[src/rtl/bdm_pkg.sv]
// Shared BDM constants, FSM state encoding and a constant shift-add scaler.
// Used by the byte engine, its bit-timing helper and the command sequencer.
// No logic of its own; purely declarations.
package bdm_pkg;

  // sync_length counts clk cycles over 128 target cycles
  localparam int TCYC_SHIFT   = 7;

  // Bit-frame landmarks in target cycles
  localparam int BIT_LOW_TC   = 4;
  localparam int BIT_ZERO_TC  = 13;
  localparam int BIT_SAMP_TC  = 10;
  localparam int BIT_FRAME_TC = 16;

  typedef enum logic [2:0] {
    IDLE        = 3'd0,
    BIT_LOW     = 3'd1,
    BIT_HOLD    = 3'd2,
    BIT_SPEEDUP = 3'd3,
    BIT_WAIT    = 3'd4,
    DONE        = 3'd5
  } bdm_state_t;

  // Multiply tc by a small constant k (< 32) using shifts and adds only.
  function automatic logic [31:0] tc_scale(input logic [31:0] tc, input int k);
    logic [31:0] acc;
    acc = '0;
    for (int i = 0; i < 5; i++) begin
      if (k[i]) acc = acc + (tc << i);
    end
    return acc;
  endfunction

endpackage

[src/rtl/bdm_bit_timing.sv]
// Latches per-bit timing (T_LOW/T_ZERO/T_SAMP/T_BIT) from the measured sync length.
// Latency: one cycle from load to valid outputs; values hold until the next load.
// No backpressure: load is a single-cycle strobe, outputs are static between loads.
module bdm_bit_timing
  import bdm_pkg::*;
#(
  parameter logic [24:0] MIN_TCYC = 25'd1
) (
  input  logic        clk,
  input  logic        rst,
  input  logic        load,
  input  logic [31:0] sync_length,
  output logic [31:0] t_low,
  output logic [31:0] t_zero,
  output logic [31:0] t_samp,
  output logic [31:0] t_bit
);

  logic [24:0] tcyc_raw;
  logic [31:0] tcyc;
  logic        unused_low_bits;

  // Low bits of the sync measurement are below one target cycle and are dropped
  assign unused_low_bits = ^sync_length[TCYC_SHIFT-1:0];
  assign tcyc_raw        = sync_length[31:TCYC_SHIFT];
  assign tcyc            = {7'd0, (tcyc_raw < MIN_TCYC) ? MIN_TCYC : tcyc_raw};

  // Capture the scaled timing on start acceptance; frozen for the whole byte
  always_ff @(posedge clk or negedge rst) begin
    if (!rst) begin
      t_low  <= '0;
      t_zero <= '0;
      t_samp <= '0;
      t_bit  <= '0;
    end else if (load) begin
      t_low  <= tc_scale(tcyc, BIT_LOW_TC);
      t_zero <= tc_scale(tcyc, BIT_ZERO_TC);
      t_samp <= tc_scale(tcyc, BIT_SAMP_TC);
      t_bit  <= tc_scale(tcyc, BIT_FRAME_TC);
    end
  end

endmodule

[src/rtl/bdm_byte_engine.sv]
// Sends or receives one BDM byte MSB-first on the single-wire BKGD line.
// Latency: done pulses 8*T_BIT+1 cycles after start acceptance.
// Starts while busy are ignored; starts without a valid sync length pulse err.
module bdm_byte_engine
  import bdm_pkg::*;
#(
  parameter logic [24:0] MIN_TCYC       = 25'd1,
  parameter logic [7:0]  SPEEDUP_CYCLES = 8'd1
) (
  input  logic        clk,
  input  logic        rst,
  input  logic [31:0] sync_length,
  input  logic        sync_length_is_ready,
  input  logic        bkgd_in,
  output logic        bkgd_drive,
  output logic        bkgd_level,
  input  logic        tx_start,
  input  logic [7:0]  tx_data,
  input  logic        rx_start,
  output logic [7:0]  rx_data,
  output logic        rx_valid,
  output logic        busy,
  output logic        done,
  output logic        err
);

  localparam bit HAS_SPEEDUP = (SPEEDUP_CYCLES != 8'd0);

  bdm_state_t  state;
  logic [31:0] bc;
  logic [7:0]  sc;
  logic [2:0]  bit_idx;
  logic        is_rx;
  logic [7:0]  tx_byte;
  logic [7:0]  rx_shift;
  logic        bkgd_meta;
  logic        bkgd_sync;
  logic        accept;
  logic [31:0] t_low;
  logic [31:0] t_zero;
  logic [31:0] t_samp;
  logic [31:0] t_bit;

  assign accept = (state == IDLE) && (tx_start || rx_start) && sync_length_is_ready;

  bdm_bit_timing #(
    .MIN_TCYC (MIN_TCYC)
  ) u_timing (
    .clk         (clk),
    .rst         (rst),
    .load        (accept),
    .sync_length (sync_length),
    .t_low       (t_low),
    .t_zero      (t_zero),
    .t_samp      (t_samp),
    .t_bit       (t_bit)
  );

  // Two-flop synchronizer for the pin; resets high like the pulled-up line
  always_ff @(posedge clk or negedge rst) begin
    if (!rst) begin
      bkgd_meta <= 1'b1;
      bkgd_sync <= 1'b1;
    end else begin
      bkgd_meta <= bkgd_in;
      bkgd_sync <= bkgd_meta;
    end
  end

  // Byte FSM: outputs are registered and set on the edge entering each phase
  always_ff @(posedge clk or negedge rst) begin
    if (!rst) begin
      state      <= IDLE;
      bc         <= '0;
      sc         <= '0;
      bit_idx    <= '0;
      is_rx      <= 1'b0;
      tx_byte    <= '0;
      rx_shift   <= '0;
      rx_data    <= '0;
      rx_valid   <= 1'b0;
      busy       <= 1'b0;
      done       <= 1'b0;
      err        <= 1'b0;
      bkgd_drive <= 1'b0;
      bkgd_level <= 1'b1;
    end else begin
      done     <= 1'b0;
      rx_valid <= 1'b0;
      err      <= 1'b0;
      case (state)
        IDLE: begin
          if (tx_start || rx_start) begin
            if (!sync_length_is_ready) begin
              err <= 1'b1;
            end else begin
              // tx wins a tie; the timing module loads on this same edge
              state      <= BIT_LOW;
              is_rx      <= !tx_start;
              tx_byte    <= tx_data;
              bit_idx    <= 3'd7;
              bc         <= '0;
              busy       <= 1'b1;
              bkgd_drive <= 1'b1;
              bkgd_level <= 1'b0;
            end
          end
        end
        DONE: begin
          state <= IDLE;
        end
        default: begin
          if (state == BIT_WAIT && is_rx && bc == t_samp)
            rx_shift <= {rx_shift[6:0], bkgd_sync};
          if (bc == t_bit - 32'd1) begin
            // Frame end always wins, which also truncates an overlong speedup
            bc <= '0;
            if (bit_idx == 3'd0) begin
              state      <= DONE;
              busy       <= 1'b0;
              done       <= 1'b1;
              bkgd_drive <= 1'b0;
              bkgd_level <= 1'b1;
              if (is_rx) begin
                rx_data  <= rx_shift;
                rx_valid <= 1'b1;
              end
            end else begin
              bit_idx    <= bit_idx - 3'd1;
              state      <= BIT_LOW;
              bkgd_drive <= 1'b1;
              bkgd_level <= 1'b0;
            end
          end else begin
            bc <= bc + 32'd1;
            case (state)
              BIT_LOW: begin
                if (bc == t_low - 32'd1) begin
                  if (!is_rx && !tx_byte[bit_idx]) begin
                    state <= BIT_HOLD;
                  end else begin
                    state      <= HAS_SPEEDUP ? BIT_SPEEDUP : BIT_WAIT;
                    bkgd_drive <= HAS_SPEEDUP;
                    bkgd_level <= 1'b1;
                    sc         <= '0;
                  end
                end
              end
              BIT_HOLD: begin
                if (bc == t_zero - 32'd1) begin
                  state      <= HAS_SPEEDUP ? BIT_SPEEDUP : BIT_WAIT;
                  bkgd_drive <= HAS_SPEEDUP;
                  bkgd_level <= 1'b1;
                  sc         <= '0;
                end
              end
              BIT_SPEEDUP: begin
                if (sc == SPEEDUP_CYCLES - 8'd1) begin
                  state      <= BIT_WAIT;
                  bkgd_drive <= 1'b0;
                end else begin
                  sc <= sc + 8'd1;
                end
              end
              default: ;
            endcase
          end
        end
      endcase
    end
  end

endmodule
[config.mk]
export PLATFORM = sky130hd
export DESIGN_NAME = bdm_byte_engine
export DESIGN_NICKNAME = d
export VERILOG_FILES = /design/src/rtl/bdm_pkg.sv /design/src/rtl/bdm_bit_timing.sv /design/src/rtl/bdm_byte_engine.sv
export SDC_FILE = /design/constraint.sdc
export NUM_CORES = 1
export LEC_CHECK = 0
export ABC_CLOCK_PERIOD_IN_PS = 8450
export CORE_MARGIN = 10
export CORE_UTILIZATION = 38
export DETAILED_ROUTE_END_ITERATION = 10
export PLACE_DENSITY_LB_ADDON = 0.15
export SYNTH_ARGS = -nofsm -noshare
export SYNTH_HDL_FRONTEND = slang
export SYNTH_HIERARCHICAL = 1
export SYNTH_SLANG_ARGS = --single-unit
[constraint.sdc]
create_clock -name clk -period 8.45 [get_ports clk]
set_clock_uncertainty 0.15 [all_clocks]
set_input_delay 1.69 -clock clk [delete_from_list [all_inputs] [get_ports clk]]
set_output_delay 1.69 -clock clk [all_outputs]
set_load 0.01 [all_outputs]
==> out/metrics.yaml <==
status: "completed"
antenna_found_initial: 1
setup_violations: 0
use_met3_pct: 2.35
grt_pass1_wl_um: 69200
dieArea_um2: 46100
cts_max_level: 4
top_usage_layer: "met2"
multiInputGateArea_um2: 9600
nFillCells: 3805
required_ns: 8.64
critPathArrivalTime_ns: 6.84
ant_nets: 0
placed_area_um2: 14900
cts_hold_buf: 0
grt_usage_pct: 18.7
synth.distinct_cells: 105
hold_path_class: "reg2reg"
cts_made_buffers: 17
rsz0062_at_grt: "false"
post_drt_wl_per_cell_um: 20.3
diodes: 0
die_w_um: 215
internal_power_mw: 1.78
period_needed_ns: 6.65
ys_top_cells_by_count: "153 x dfrtp_1, 144 x nor2_1, 114 x xnor2_1"
numPortBuffers: 52
rows: 71
max_slew.worst_pin.slew_ns: 0.901
clkSinkCount: 156
p_clk_share_pct: 29.6
critical_path.slowest_cell: "ha_1"
worstPathMaxFanout: 16
slew_headroom_pct: 39.9
dieHeight_um: 215
fmax_mhz: 150
max_stage_delay_ns: 0.66
yosysTopAreaCellShare_pct: 26.5
hpwl_um: 33600
ys.flop_type: "dfrtp_1"
fin_crit_sh_pct: 78.7
yosys_warnings: 6
start_kind: "input port"
maxCapViolCount: 0
syn_avg_cell_area_um2: 8.46
ys_ff_latch: 156
wl_um: 44100
synthArstFlopShare_pct: 100
syn_area_um2: 14400
switching_share_pct: 37.9
drcViolationCount: 0
syn2layout_area_growth_pct: 7.88
hold_violations: 0
synth_area_leaders: "dfrtp_1 27%, xnor2_1 6.9%, mux2_2 6.6%, xor2_1 6.1%, ha_1 4.2%"
synth.most_common_cell: "dfrtp_1"
grtUsageMet1_pct: 24.4
p_sw_mw: 1.09
final_area_um2: 15600
drtPass1Iterations: 5
nets: 1750
peakVddDrop_v: 0.0000942
routed_via_density: 5.76
syn_inst: 1705
crit_chain: "clkdlybuf4s50_1 -> ha_1 -> nand2_1 -> o21ai_0 -> a311o_1 -> o21ai_1 -> o311a_1 -> o21bai_1 -> xor2_1 -> ha_1 -> a21oi_1 -> nor2b_1 -> o21ai_0 -> nand2b_1 -> a21o_1 -> nand2b_1 -> a311oi_2 -> nor3_1 -> or4_1 -> o311ai_1"
cp-end-kind: "flip-flop"
slew_viol_final: 0
synth_top_area_cell: "dfrtp_1"
insertion_delay_ns: 0.45
critical_path_class: "in2reg"
seq_area_um2: 3910
via_count: 12530
cts_setup_buffers: 0
grt_use_met2_pct: 30.9
tritoncts: "done"
cts-resized-gates: 0
synth_edf_count: 0
grt_max_degree: 89
power_frac_seq_pct: 34.6
tns_ns: 0
p_leak_nw: 6.38
io_pins: 60
start_util_pct: 38.4
clockRootBuffer: "clkbuf_16"
clock_path_buffers: 2
coreArea_um2: 37600
drive_above_1_share_pct: 10.6
pwr-share-comb_pct: 35.8
p_per_area_nw_per_um2: 184
first_global_vias: 12183
seq_area_frac_synth_pct: 27.1
grt-ovfl-total: 0
first_iter_violations: 952
routabilityCongestion: 0.931
cts.reportedPaths.clkPinSlew_ns: 0.06
cell families after synthesis:
| family | after synthesis | synth area share [%] |
|---|---|---|
| other | 1 | 0.0260 |
| AND/OR/NAND/NOR | 638 | 24.6 |
| XOR/XNOR | 215 | 13.1 |
| flip-flops | 156 | 27.1 |
| multiplexers | 94 | 7.43 |
| adder cells (fa/ha/maj) | 54 | 4.74 |
| AO/OA/AOI/OAI | 346 | 16.0 |
| buffers and inverters | 201 | 6.97 |
power by group through the flow:
stage | registers [mW] | logic [mW] | clock network, mW
floorplan | 0.900 | 0.830 | 0
global placement | 1.00 | 1.00 | 0
detailed placement | 1.00 | 1.01 | 0
CTS | 0.989 | 1.02 | 0.872
global route | 1.01 | 1.13 | 0.904
finish | 0.992 | 1.02 | 0.849
per-stage QoR:
step	util, %	hold slack, ns	cells	power [mW]	setup WS (ns)
detailed placement	39.7	0.199	2146	2.01	1.34
global placement	39.7	0.197	2146	2.00	1.34
CTS	41.4	0.208	2175	2.88	1.80
floorplan	-	0.195	1725	1.73	2.40
global route	41.4	0.210	2175	3.04	1.21
finish	41.4	0.206	2175	2.87	1.80
worst paths after layout:
path                                   startpoint                   to  slack (ns)  cells after the start
worst max-delay path              sync_length[10]  u_timing/t_zero[26]        1.80                     20
worst min-delay path                    bkgd_meta            bkgd_sync        0.21                      0
worst max register to register  u_timing/t_bit[4]                sc[2]        3.91                     11
worst min register to register          bkgd_meta            bkgd_sync        0.21                      0
max in group asynchronous                     rst  u_timing/t_samp[18]        5.62                      2
min in group asynchronous                     rst                bc[2]        1.12                      1
final cells by class:
cell class	instances	share of cell area [%]
timing repair buffer	65	3.98
tap	511	4.11
clock buffer	18	2.76
clock inverter	11	1.25
inverter	46	1.11
sequential	156	25.1
multi-input combinational	1368	61.7
placed cells by master, fill, tap and decap left out, types with 48 or more instances in the layout:
master and instances:
clkdlybuf4s50_1 51, nor2_1 143, nand3_1 53, nor4_1 61, mux2_2 84, xor2_1 101
xnor2_1 114, dfrtp_1 153, o21ai_0 67, a21oi_1 70, nand2_1 96, ha_1 48
sequential cells by signal (all words and copies together), names as in the netlist, 3 cells and up:
register and count:
u_timing/t_samp 25, u_timing/t_zero 27, state 3, bc 32, rx_shift 8, bit_idx 3
tx_byte 8, rx_data 8, u_timing/t_bit 25, sc 8
worst max-delay path, delay by kind of cell:
| family | cells | cell delay (ns) |
|---|---|---|
| xor+xnor | 1 | 0.30 |
| buf+inv | 1 | 0.55 |
| compound gates | 10 | 2.31 |
| fa+ha+maj | 2 | 1.01 |
| simple gates | 6 | 1.01 |
per-layer routing:
metal	vias up	share of wire, %
li1	6071	-
met1	6094	46
met2	311	47
met3	52	3.7
met4	2	2.7
met5	-	0.030
No activity file was read; power rests on OpenSTA's default activity.
